$ cat src/rtl/img_proc_pkg.sv
// img_proc_pkg: mode codes, FSM states and pixel arithmetic helpers
// shared by the image stream processor and its per-pixel operator.
package img_proc_pkg;

  localparam logic [2:0] MODE_PASS   = 3'd0;
  localparam logic [2:0] MODE_ADD    = 3'd1;
  localparam logic [2:0] MODE_SUB    = 3'd2;
  localparam logic [2:0] MODE_INV    = 3'd3;
  localparam logic [2:0] MODE_THRESH = 3'd4;

  typedef enum logic [2:0] {
    ST_IDLE,
    ST_VSYNC,
    ST_HSYNC,
    ST_DATA,
    ST_DRAIN
  } state_e;

  function automatic logic [31:0] sat_add(
    input logic [31:0] a,
    input logic [31:0] b,
    input logic [31:0] mx
  );
    logic [32:0] s;
    s = {1'b0, a} + {1'b0, b};
    return (s > {1'b0, mx}) ? mx : s[31:0];
  endfunction

  function automatic logic [31:0] sat_sub(
    input logic [31:0] a,
    input logic [31:0] b
  );
    return (b > a) ? 32'd0 : a - b;
  endfunction

  function automatic logic [31:0] avg3(
    input logic [31:0] a,
    input logic [31:0] b,
    input logic [31:0] c
  );
    return (a + b + c) / 32'd3;
  endfunction

endpackage

$ cat src/rtl/img_pix_op.sv
// img_pix_op: combinational point operation on one RGB pixel.
// IMG_PROC_SAT_CNT_EN adds per-component clip flags for add/sub.
module img_pix_op
  import img_proc_pkg::*;
#(
  parameter int DW = 8
) (
  input  logic [2:0]      mode,
  input  logic [DW-1:0]   value,
  input  logic [DW-1:0]   thresh,
  input  logic [3*DW-1:0] pix_in,
  output logic [3*DW-1:0] pix_out
`ifdef IMG_PROC_SAT_CNT_EN
  ,
  output logic [2:0]      sat
`endif
);

  localparam logic [31:0]   MAXW = 32'((64'd1 << DW) - 1);
  localparam logic [DW-1:0] MAXC = '1;

  logic [DW-1:0] c     [3];
  logic [DW-1:0] o     [3];
  logic [31:0]   add_w [3];
  logic [31:0]   sub_w [3];
  logic [31:0]   gray_w;
  logic          unused_hi;

  // split components and form the candidate results
  always_comb begin
    for (int k = 0; k < 3; k++) begin
      c[k]     = pix_in[k*DW +: DW];
      add_w[k] = sat_add(32'(c[k]), 32'(value), MAXW);
      sub_w[k] = sat_sub(32'(c[k]), 32'(value));
    end
    gray_w = avg3(32'(c[2]), 32'(c[1]), 32'(c[0]));
  end

  // select the result for the active mode; 5-7 fall back to pass
  always_comb begin
    for (int k = 0; k < 3; k++) o[k] = c[k];
    unique case (1'b1)
      (mode == MODE_ADD):
        for (int k = 0; k < 3; k++) o[k] = add_w[k][DW-1:0];
      (mode == MODE_SUB):
        for (int k = 0; k < 3; k++) o[k] = sub_w[k][DW-1:0];
      (mode == MODE_INV):
        for (int k = 0; k < 3; k++) o[k] = MAXC - gray_w[DW-1:0];
      (mode == MODE_THRESH):
        for (int k = 0; k < 3; k++)
          o[k] = (gray_w > 32'(thresh)) ? MAXC : '0;
      default: ;
    endcase
    pix_out = {o[2], o[1], o[0]};
  end

  assign unused_hi = ^{add_w[0][31:DW], add_w[1][31:DW],
                       add_w[2][31:DW], sub_w[0][31:DW],
                       sub_w[1][31:DW], sub_w[2][31:DW]};

`ifdef IMG_PROC_SAT_CNT_EN
  // a component clips when the true result leaves 0..MAX
  always_comb begin
    for (int k = 0; k < 3; k++)
      sat[k] = ((mode == MODE_ADD) &&
                (({1'b0, c[k]} + {1'b0, value}) > {1'b0, MAXC})) ||
               ((mode == MODE_SUB) && (value > c[k]));
  end
`endif

endmodule

$ cat src/rtl/img_stream_proc.sv
// img_stream_proc: framed RGB stream processor with runtime point op.
// IMG_PROC_SAT_CNT_EN adds sat_count (clipped components per frame).
module img_stream_proc
  import img_proc_pkg::*;
#(
  parameter int WIDTH          = 500,
  parameter int HEIGHT         = 500,
  parameter int NPIX           = 2,
  parameter int DW             = 8,
  parameter int START_UP_DELAY = 100,
  parameter int HSYNC_DELAY    = 160
) (
  input  logic                 HCLK,
  input  logic                 HRESET,
  input  logic                 start,
  input  logic [2:0]           cfg_mode,
  input  logic [DW-1:0]        cfg_value,
  input  logic [DW-1:0]        cfg_thresh,
  input  logic                 in_valid,
  output logic                 in_ready,
  input  logic [NPIX*3*DW-1:0] in_data,
  output logic                 out_valid,
  input  logic                 out_ready,
  output logic [NPIX*3*DW-1:0] out_data,
  output logic                 VSYNC,
  output logic                 HSYNC,
  output logic                 out_eol,
  output logic                 ctrl_done
`ifdef IMG_PROC_SAT_CNT_EN
  ,
  output logic [31:0]          sat_count
`endif
);

  localparam int CW   = $clog2(WIDTH + 1);
  localparam int RW   = $clog2(HEIGHT + 1);
  localparam int DMAX = (START_UP_DELAY > HSYNC_DELAY) ?
                        START_UP_DELAY : HSYNC_DELAY;
  localparam int DCW  = $clog2(DMAX + 1);

  localparam logic [CW-1:0]  COL_LAST = CW'(WIDTH - NPIX);
  localparam logic [RW-1:0]  ROW_LAST = RW'(HEIGHT - 1);
  localparam logic [DCW-1:0] VS_LAST  = DCW'(START_UP_DELAY - 1);
  localparam logic [DCW-1:0] HS_LAST  = DCW'(HSYNC_DELAY - 1);

  state_e                state;
  logic [CW-1:0]         col;
  logic [RW-1:0]         row;
  logic [DCW-1:0]        dcnt;
  logic [2:0]            mode_q;
  logic [DW-1:0]         value_q;
  logic [DW-1:0]         thresh_q;
  logic [NPIX*3*DW-1:0]  op_data;
  logic                  accept;
  logic                  line_end;
  logic                  drain_done;

  assign in_ready   = (state == ST_DATA) & (~out_valid | out_ready);
  assign accept     = in_valid & in_ready;
  assign line_end   = (col == COL_LAST);
  assign drain_done = (state == ST_DRAIN) & (~out_valid | out_ready);
  assign HSYNC      = out_valid;

`ifdef IMG_PROC_SAT_CNT_EN
  logic [NPIX*3-1:0] sat_all;
  logic [31:0]       sat_beat;
  logic [31:0]       sat_acc;
`endif

  for (genvar k = 0; k < NPIX; k++) begin : g_pix
    img_pix_op #(
      .DW (DW)
    ) u_op (
      .mode    (mode_q),
      .value   (value_q),
      .thresh  (thresh_q),
      .pix_in  (in_data[k*3*DW +: 3*DW]),
      .pix_out (op_data[k*3*DW +: 3*DW])
`ifdef IMG_PROC_SAT_CNT_EN
      ,
      .sat     (sat_all[k*3 +: 3])
`endif
    );
  end

  // frame sequencer, raster counters and the output register
  always_ff @(posedge HCLK or posedge HRESET) begin
    if (HRESET) begin
      state     <= ST_IDLE;
      col       <= '0;
      row       <= '0;
      dcnt      <= '0;
      mode_q    <= MODE_PASS;
      value_q   <= '0;
      thresh_q  <= '0;
      out_valid <= 1'b0;
      out_data  <= '0;
      out_eol   <= 1'b0;
      VSYNC     <= 1'b0;
      ctrl_done <= 1'b0;
    end else begin
      ctrl_done <= 1'b0;
      if (accept) begin
        out_valid <= 1'b1;
        out_data  <= op_data;
        out_eol   <= line_end;
      end else if (out_ready) begin
        out_valid <= 1'b0;
        out_eol   <= 1'b0;
      end
      unique case (state)
        ST_IDLE: begin
          if (start) begin
            state    <= ST_VSYNC;
            VSYNC    <= 1'b1;
            dcnt     <= '0;
            col      <= '0;
            row      <= '0;
            mode_q   <= cfg_mode;
            value_q  <= cfg_value;
            thresh_q <= cfg_thresh;
          end
        end
        ST_VSYNC: begin
          if (dcnt == VS_LAST) begin
            state <= ST_HSYNC;
            VSYNC <= 1'b0;
            dcnt  <= '0;
          end else begin
            dcnt <= dcnt + 1'b1;
          end
        end
        ST_HSYNC: begin
          if (dcnt == HS_LAST) begin
            state <= ST_DATA;
            dcnt  <= '0;
          end else begin
            dcnt <= dcnt + 1'b1;
          end
        end
        ST_DATA: begin
          if (accept) begin
            if (line_end) begin
              col <= '0;
              if (row == ROW_LAST) begin
                row   <= '0;
                state <= ST_DRAIN;
              end else begin
                row   <= row + 1'b1;
                state <= ST_HSYNC;
              end
            end else begin
              col <= col + CW'(NPIX);
            end
          end
        end
        ST_DRAIN: begin
          if (drain_done) begin
            state     <= ST_IDLE;
            ctrl_done <= 1'b1;
          end
        end
        default: state <= ST_IDLE;
      endcase
    end
  end

`ifdef IMG_PROC_SAT_CNT_EN
  // number of clipped components in the accepted beat
  always_comb begin
    sat_beat = '0;
    for (int j = 0; j < NPIX*3; j++)
      sat_beat = sat_beat + 32'(sat_all[j]);
  end

  // per-frame clip tally, published when the frame completes
  always_ff @(posedge HCLK or posedge HRESET) begin
    if (HRESET) begin
      sat_acc   <= '0;
      sat_count <= '0;
    end else begin
      if ((state == ST_IDLE) && start)
        sat_acc <= '0;
      else if (accept)
        sat_acc <= sat_acc + sat_beat;
      if (drain_done)
        sat_count <= sat_acc;
    end
  end
`endif

endmodule
$ cat config.mk
export PLATFORM = sky130hd
export DESIGN_NAME = img_stream_proc
export DESIGN_NICKNAME = d
export VERILOG_FILES = /design/src/rtl/img_proc_pkg.sv /design/src/rtl/img_pix_op.sv /design/src/rtl/img_stream_proc.sv
export SDC_FILE = /design/constraint.sdc
export NUM_CORES = 1
export LEC_CHECK = 0
export ABC_AREA = 1
export BUFFER_PORTS_ARGS = -buffer_cell sky130_fd_sc_hd__buf_2
export CAP_MARGIN = 10
export CORE_AREA = 5 5 159 161
export DETAILED_ROUTE_END_ITERATION = 6
export DIE_AREA = 0 0 164 166
export GPL_TIMING_DRIVEN = 0
export PLACE_DENSITY = 0.69
export RECOVER_POWER = 50
export SLEW_MARGIN = 20
export SYNTH_ARGS = -nofsm -noshare
export SYNTH_HDL_FRONTEND = slang
export SYNTH_SLANG_ARGS = --single-unit
$ cat constraint.sdc
create_clock -name HCLK -period 6.6 [get_ports HCLK]
set_input_delay 0.99 -clock HCLK [delete_from_list [all_inputs] [get_ports HCLK]]
set_output_delay 0.99 -clock HCLK [all_outputs]
set_load 0.02 [all_outputs]
======== Word-level counts from Yosys, hierarchy flattened ========
Index checks and enable logic that the tools add are counted.
storage, ports and cells
  word-level logic and storage cells ...... 127
  output and inout bits ................... 54
  input bits .............................. 72
  register bits after elaboration ......... 100
  latch bits .............................. 0
  memory bits (writable) .................. 0
  ROM bits ................................ 0
  memories ................................ 0
cells by class
  divide/modulo/power cells ............... 2
  muxes and demuxes ....................... 44
  $mul .................................... 0
  reduce and logical (&&, ||, !) cells .... 11
  equal/unequal tests ..................... 18
  add/subtract/negate cells ............... 21
  bitwise gates (word level) .............. 5
  shifts and indexed selects .............. 0
  order comparisons ....................... 14
operator list
  operator               number
  $pmux 24 s4            2
  $mux 8                 17
  $add 8x8->9            8
  $add 32x8->32          2
  $div 32x2->32 const B  2
  $gt 32x8->1            2
  $gt 9x8->1 const B     6
  $mux 9                 6
  $gt 8x8->1             6
  $sub 8x8->8            6
  $pmux 9 s2             2
  $pmux 8 s3             1
  $mux 3                 7
  $eq 9x9->1 const B     2
  $sub 8x8->8 const A    2
  $pmux 3 s5             1
  $eq 3x2->1 const B     4
  $ne 2x2->1 const B     6
  $add 9x1->9 const B    1
  $add 9x2->9 const B    1
  $add 8x1->8 const B    1
  $eq 8x7->1 const B     1
  $eq 8x8->1 const B     1
  $mux 1                 7
  other kinds (13)       21

======== Logic depth before layout (Yosys ltp) ========
  word-level depth ........................ 6
  mapped depth ............................ 67
  depth with buffers taken out ............ 67

======== Hierarchy ========
From an unflattened synthesis, not the netlist that was laid out.
second synthesis, totals
  cells, all modules ...................... 1,664
  area, all modules ....................... 11,827.6 um^2
by module, submodules not included
  module                      cells an instance  area each (um^2)  instances  sequential area each (um^2)
  img_stream_proc             462                4,428.0           1          2,477.4
  img_pix_op (g_pix[1].u_op)  604                3,761.1           1          0.0
  img_pix_op (g_pix[0].u_op)  598                3,638.5           1          0.0

======== Worst setup path before layout ========
No wires, ideal clock.
  kind .................................... input to register
  from .................................... input port in_data[32]
  to ...................................... register out_data[42]
  data required time ...................... 6.467 ns
  data arrival time ....................... 7.549 ns
  path buffers ............................ 0
  library setup time ...................... 0.133 ns
  slack ................................... -1.083 ns
  cell stages on the path ................. 60
  cells stage by stage .................... ha_1 inv_1 fa_1 nand3b_1 nand2_1 a31oi_1 xnor2_1 ha_1 nand2_1 inv_1 a21oi_1 nand2_1 nand2_2 a21oi_1 ha_1 inv_1 nand2_1 nand3_1 (+24 left out) nand2_2 inv_2 nand3_4 and2_1 nor2_2 and3_1 ha_1 o211ai_1 a21o_1 a21oi_1 o21ai_0 o31ai_1 nand2_1 nand2_1 o21ai_0 a221o_1 a21oi_1 o21ai_0
on the way
  longest elaborated chain between the ends .. 6
RTL lines
  what                    line                    RTL
  start: declaration      img_stream_proc.sv:21   input logic [NPIX*3*DW-1:0] in_data,
  $add 8x8->9 (*)         img_proc_pkg.sv:41      return (a + b + c) / 32'd3;
  $add 32x8->32 (*)       img_proc_pkg.sv:41
  $div 32x2->32 (*)       img_proc_pkg.sv:41
  $gt 32x8->1             img_pix_op.sv:51        o[k] = (gray_w > 32'(thresh)) ? MAXC : '0;
  $mux 8                  img_pix_op.sv:51
  $pmux 24 s4 (*)         img_pix_op.sv:42        unique case (1'b1)
  end signal: assignment  img_stream_proc.sv:105  out_data <= op_data;
  end: declaration        img_stream_proc.sv:24   output logic [NPIX*3*DW-1:0] out_data,
Mark *: on every way between the ends. The rest lies on a longest branch, timed or not.
A chain may end at the register's enable or synchronous reset.

======== Worst setup path in the final report ========
  from .................................... input port in_data[42]
  to ...................................... register out_data[42]
on the way
  longest elaborated chain between the ends .. 6
RTL lines
  what             line
  $add 8x8->9      img_proc_pkg.sv:41
  $add 32x8->32    img_proc_pkg.sv:41
  $div 32x2->32    img_proc_pkg.sv:41
  $gt 32x8->1      img_pix_op.sv:51
  $mux 8           img_pix_op.sv:51
  $pmux 24 s4 (*)  img_pix_op.sv:42
Marked as above.

==> results by group <==
Outcome
  • Result of the run: finished with violations
  • Violations in the final reports: capacitance limit, slew limit, setup timing

Synthesis
  • Post-synthesis net count: ~1900
  • Count of flip-flops with a built-in enable after synthesis: 0
  • Post-synth cell types: between 50 and 60
  • Post-synthesis instance total: roughly 1600
  • Largest area contributor in the netlist: sky130_fd_sc_hd__dfrtp_1
  • Post-synthesis instance area: roughly 0.012 mm2
  • Proportion of netlist area held by the largest area contributor: 0.212
  • Portion of the post-synthesis area used by sequential elements: 0.212
  • Top FF cell, synth: sky130_fd_sc_hd__dfrtp_1
  • Yosys warns: 0
  • Top post-synthesis cells by area: sky130_fd_sc_hd__dfrtp_1, sky130_fd_sc_hd__ha_1, sky130_fd_sc_hd__nand2_1, sky130_fd_sc_hd__inv_1, sky130_fd_sc_hd__a21oi_1
  • Flops & latches, synth: 99
  • Average instance area after synthesis: between 7 and 8 um2
  • Asr flop ratio synth: 1.00

CTS
  • Longest Clk Path Bufs: 2
  • Root Driver: sky130_fd_sc_hd__clkbuf_16
  • Number of clock buffers inserted by TritonCTS: 9
  • TritonCTS clock tree: done
  • Clock slew at reported path FFs: approximately 0.08 ns
  • Clock latency of the later-clocked register in the worst-skew pair: between 0.3 and 0.4 ns
  • Clock tree sinks: ~100
  • # H-tree levels: 3

Floorplan
  • Core box area: between 0.02 and 0.025 mm2
  • Die Height: about 170 um
  • Width of the die: between 150 and 200 um
  • Num ports: approximately 130
  • Full die area: between 0.02 and 0.03 mm2
  • Initial core utilization: 0.490
  • Number of rows created at floorplan: 57

Finish
  • Area Growth Syn to Fin: 32.9%
  • Non-filler instance count after layout: approximately 2200
  • Number of diodes added for antenna fixing: 0
  • Fraction of final layout cells sized beyond drive strength 1: 0.298
  • Number of nets in the final layout: approximately 2100
  • # fillers: slightly above 2000

Detailed routing
  • Detailed router's first-iteration violation count: 1103
  • Routed wire length: about 42000 um
  • Post-DRT Antenna Nets: 0
  • Detailed-route wire length per cell: 18.8 um
  • Number of design rule violations left after detail routing: 0
  • Routed vias: about 13000
  • Detailed-route vias per instance: ~5.7
  • Router iterations before antenna repair: 6

Timing
  • Clk_skew: 0.0151 ns
  • Crit share post-route: 1.24
  • RSZ-0062 raised after global routing: yes
  • Hold violation count in the final report: 0
  • Worst slew slack as a fraction of its limit: -1.14
  • Setup WS post-layout: -1.56 ns
  • Number of endpoints failing setup at the final stage: 48
  • Minimum period implied by the final worst setup slack: 8.16 ns
  • Slew of the pin with the lowest slew margin: about 3.2 ns
  • Minimum hold slack: 0.482 ns
  • Peak Freq: 123 MHz
  • Slew Viols, Final: about 100

GRT
  • Total global routing track utilization: 0.295
  • Pin count of the biggest net entering global routing: 59
  • Met3 layer usage reported by global route: 0.0382
  • Met2 track utilization from global routing: 0.487
  • Met1 usage in global routing: 0.390
  • Global-route wire length before repair: about 64000 um
  • Global-route congestion overflow total: 0
  • Antenna violations before repair: 0
  • Vias in the first global route: around 12000
  • Highest-utilization routing layer at the global route stage: met2

Placed design
  • Placed insts: ~2100
  • Final RePlAce weighted congestion: 0.969
  • Buffers on Ports: approximately 130
  • Post-detailed-placement half-perimeter wirelength: just under 30000 um

Worst hold path
  • Min-delay worst type: flop to flop
  • Launch point of the worst hold path: out_data[45]

Worst setup path
  • Critical register-to-register path startpoint: value_q[1]
  • Worst path required time: just under 7 ns
  • Standard cell with the maximum stage delay on the critical path: sky130_fd_sc_hd__o21ai_0
  • Most numerous cell on the critical path: sky130_fd_sc_hd__nand2_1
  • Largest incremental delay on the critical path: between 0.3 and 0.4 ns
  • Critical path origin: in_data[42]
  • Startpoint Class: input port
  • Worst Path Class, Setup: input port to flop
  • Top fanout value on the critical path: 7
  • Critical Path Sink Type: flop
  • Family of cells with the greatest summed delay on the critical path: simple AND/OR/NAND/NOR gates
  • Bufs and invs on worst path: 5
  • Data arrival at the endpoint of the critical path: 8.40 ns

Job
  • Count of maximum capacitance violations: 2
-- final timing paths --
kind / cells after the start / endpoint / slack (ns)
max in group asynchronous: 3 / state[1] / 1.74
max: 57 / out_data[42] / -1.56
max reg2reg: 15 / out_data[11] / 1.88
min reg2reg: 2 / out_data[45] / 0.48
min: 2 / out_data[45] / 0.48
min in group asynchronous: 2 / out_data[46] / 1.11
-- final cells by class --
| type | count | area (um2) | share of cell area |
|---|---|---|---|
| Multi-Input combinational cell | 1282 | 9610 | 0.620 |
| Buffer | 27 | 111 | 0.00719 |
| Timing Repair Buffer | 245 | 1680 | 0.108 |
| Clock inverter | 5 | 45.0 | 0.00291 |
| Sequential cell | 99 | 2480 | 0.160 |
| Clock buffer | 11 | 253 | 0.0163 |
| Tap cell | 324 | 405 | 0.0262 |
| Inverter | 241 | 916 | 0.0591 |
-- through the flow --
stage / utilization / TNS (ns) / instance area (um2) / setup WS, ns
after CTS: 0.627 / -46.46 / 14900 / -1.09
after global placement: 0.545 / -93.57 / 13000 / -2.44
after floorplan: - / -30.08 / 11900 / -0.841
after detailed placement: 0.546 / -99.50 / 13000 / -2.58
final: 0.651 / -62.41 / 15500 / -1.56
after global routing: 0.651 / -79.37 / 15500 / -1.87
-- cells in the mapped netlist (8+ instances only) --
library cell,instances
sky130_fd_sc_hd__xnor2_1,18
sky130_fd_sc_hd__fa_1,16
sky130_fd_sc_hd__o21ai_0,131
sky130_fd_sc_hd__inv_2,13
sky130_fd_sc_hd__nand3_4,8
sky130_fd_sc_hd__nor2_4,8
sky130_fd_sc_hd__nor3_1,26
sky130_fd_sc_hd__clkbuf_1,23
sky130_fd_sc_hd__nand3_1,69
sky130_fd_sc_hd__nor2_1,123
sky130_fd_sc_hd__nand3_2,18
sky130_fd_sc_hd__o21ai_1,15
sky130_fd_sc_hd__nand4_1,18
sky130_fd_sc_hd__a211oi_1,12
sky130_fd_sc_hd__a21oi_1,142
sky130_fd_sc_hd__dfrtp_1,99
sky130_fd_sc_hd__nand2_1,327
sky130_fd_sc_hd__nand2_2,31
sky130_fd_sc_hd__inv_1,223
sky130_fd_sc_hd__o21bai_1,26
sky130_fd_sc_hd__or2_2,8
sky130_fd_sc_hd__xor2_1,45
sky130_fd_sc_hd__ha_1,153
-- placed cells by master, fill, tap and decap left out, drive strengths merged, types with 5 or more instances in the layout --
master	count
o21ai	147
fa	16
or2	8
a221o	6
clkinv	5
xnor2	18
nor3b	7
a211oi	12
inv	239
a31oi	7
nor3	26
nand2	361
a21oi	147
dfrtp	99
o21bai	26
xor2	45
nor2	134
nand4	20
ha	153
clkbuf	36
buf	247
nand3	95
a21o	7
a2111oi	7
o211ai	5
-- kinds of logic (layout without fill, tap and decap cells) --
group	after synthesis	count (layout)	synth area share
simple gates	663	663	0.270
flops	99	99	0.212
xor+xnor	63	63	0.0473
fa+ha+maj	169	169	0.192
buf+inv	268	529	0.0872
compound gates	387	387	0.191
-- layer usage --
layer | routed length, um | vias up
li1 | - | 6005
met1 | 17700 | 5924
met4 | 1840 | 0
met2 | 19500 | 578
met3 | 3050 | 132
met5 | 0 | -
-- worst register-to-register path, delay by kind of cell (launching register included) --
kind	cells	cell delay, ns
AOI/OAI and AO/OA	7	1.93
and+or+nand+nor	5	0.40
buffers and inverters	2	0.79
adders and majority gates	1	0.61
DFF	1	0.88
-- registers in the layout, indices dropped and copies added (netlist names), 3 cells and up --
register,cells
out_data,48
row,9
col,8
dcnt,8
thresh_q,8
value_q,8
mode_q,3
state,3
-- what timing repair did --
| action | in CTS | in global routing |
|---|---|---|
| gates resized for setup | 197 | 97 |
| hold buffers | 0 | 0 |
| endpoints found under the setup margin | 48 | 48 |
| pin swaps | 120 | 110 |
| buffers inserted | 99 | 21 |
Power is left out: the tool's default activity adds up to more than one toggle a clock period on the data nets, which glitch-free logic cannot reach.
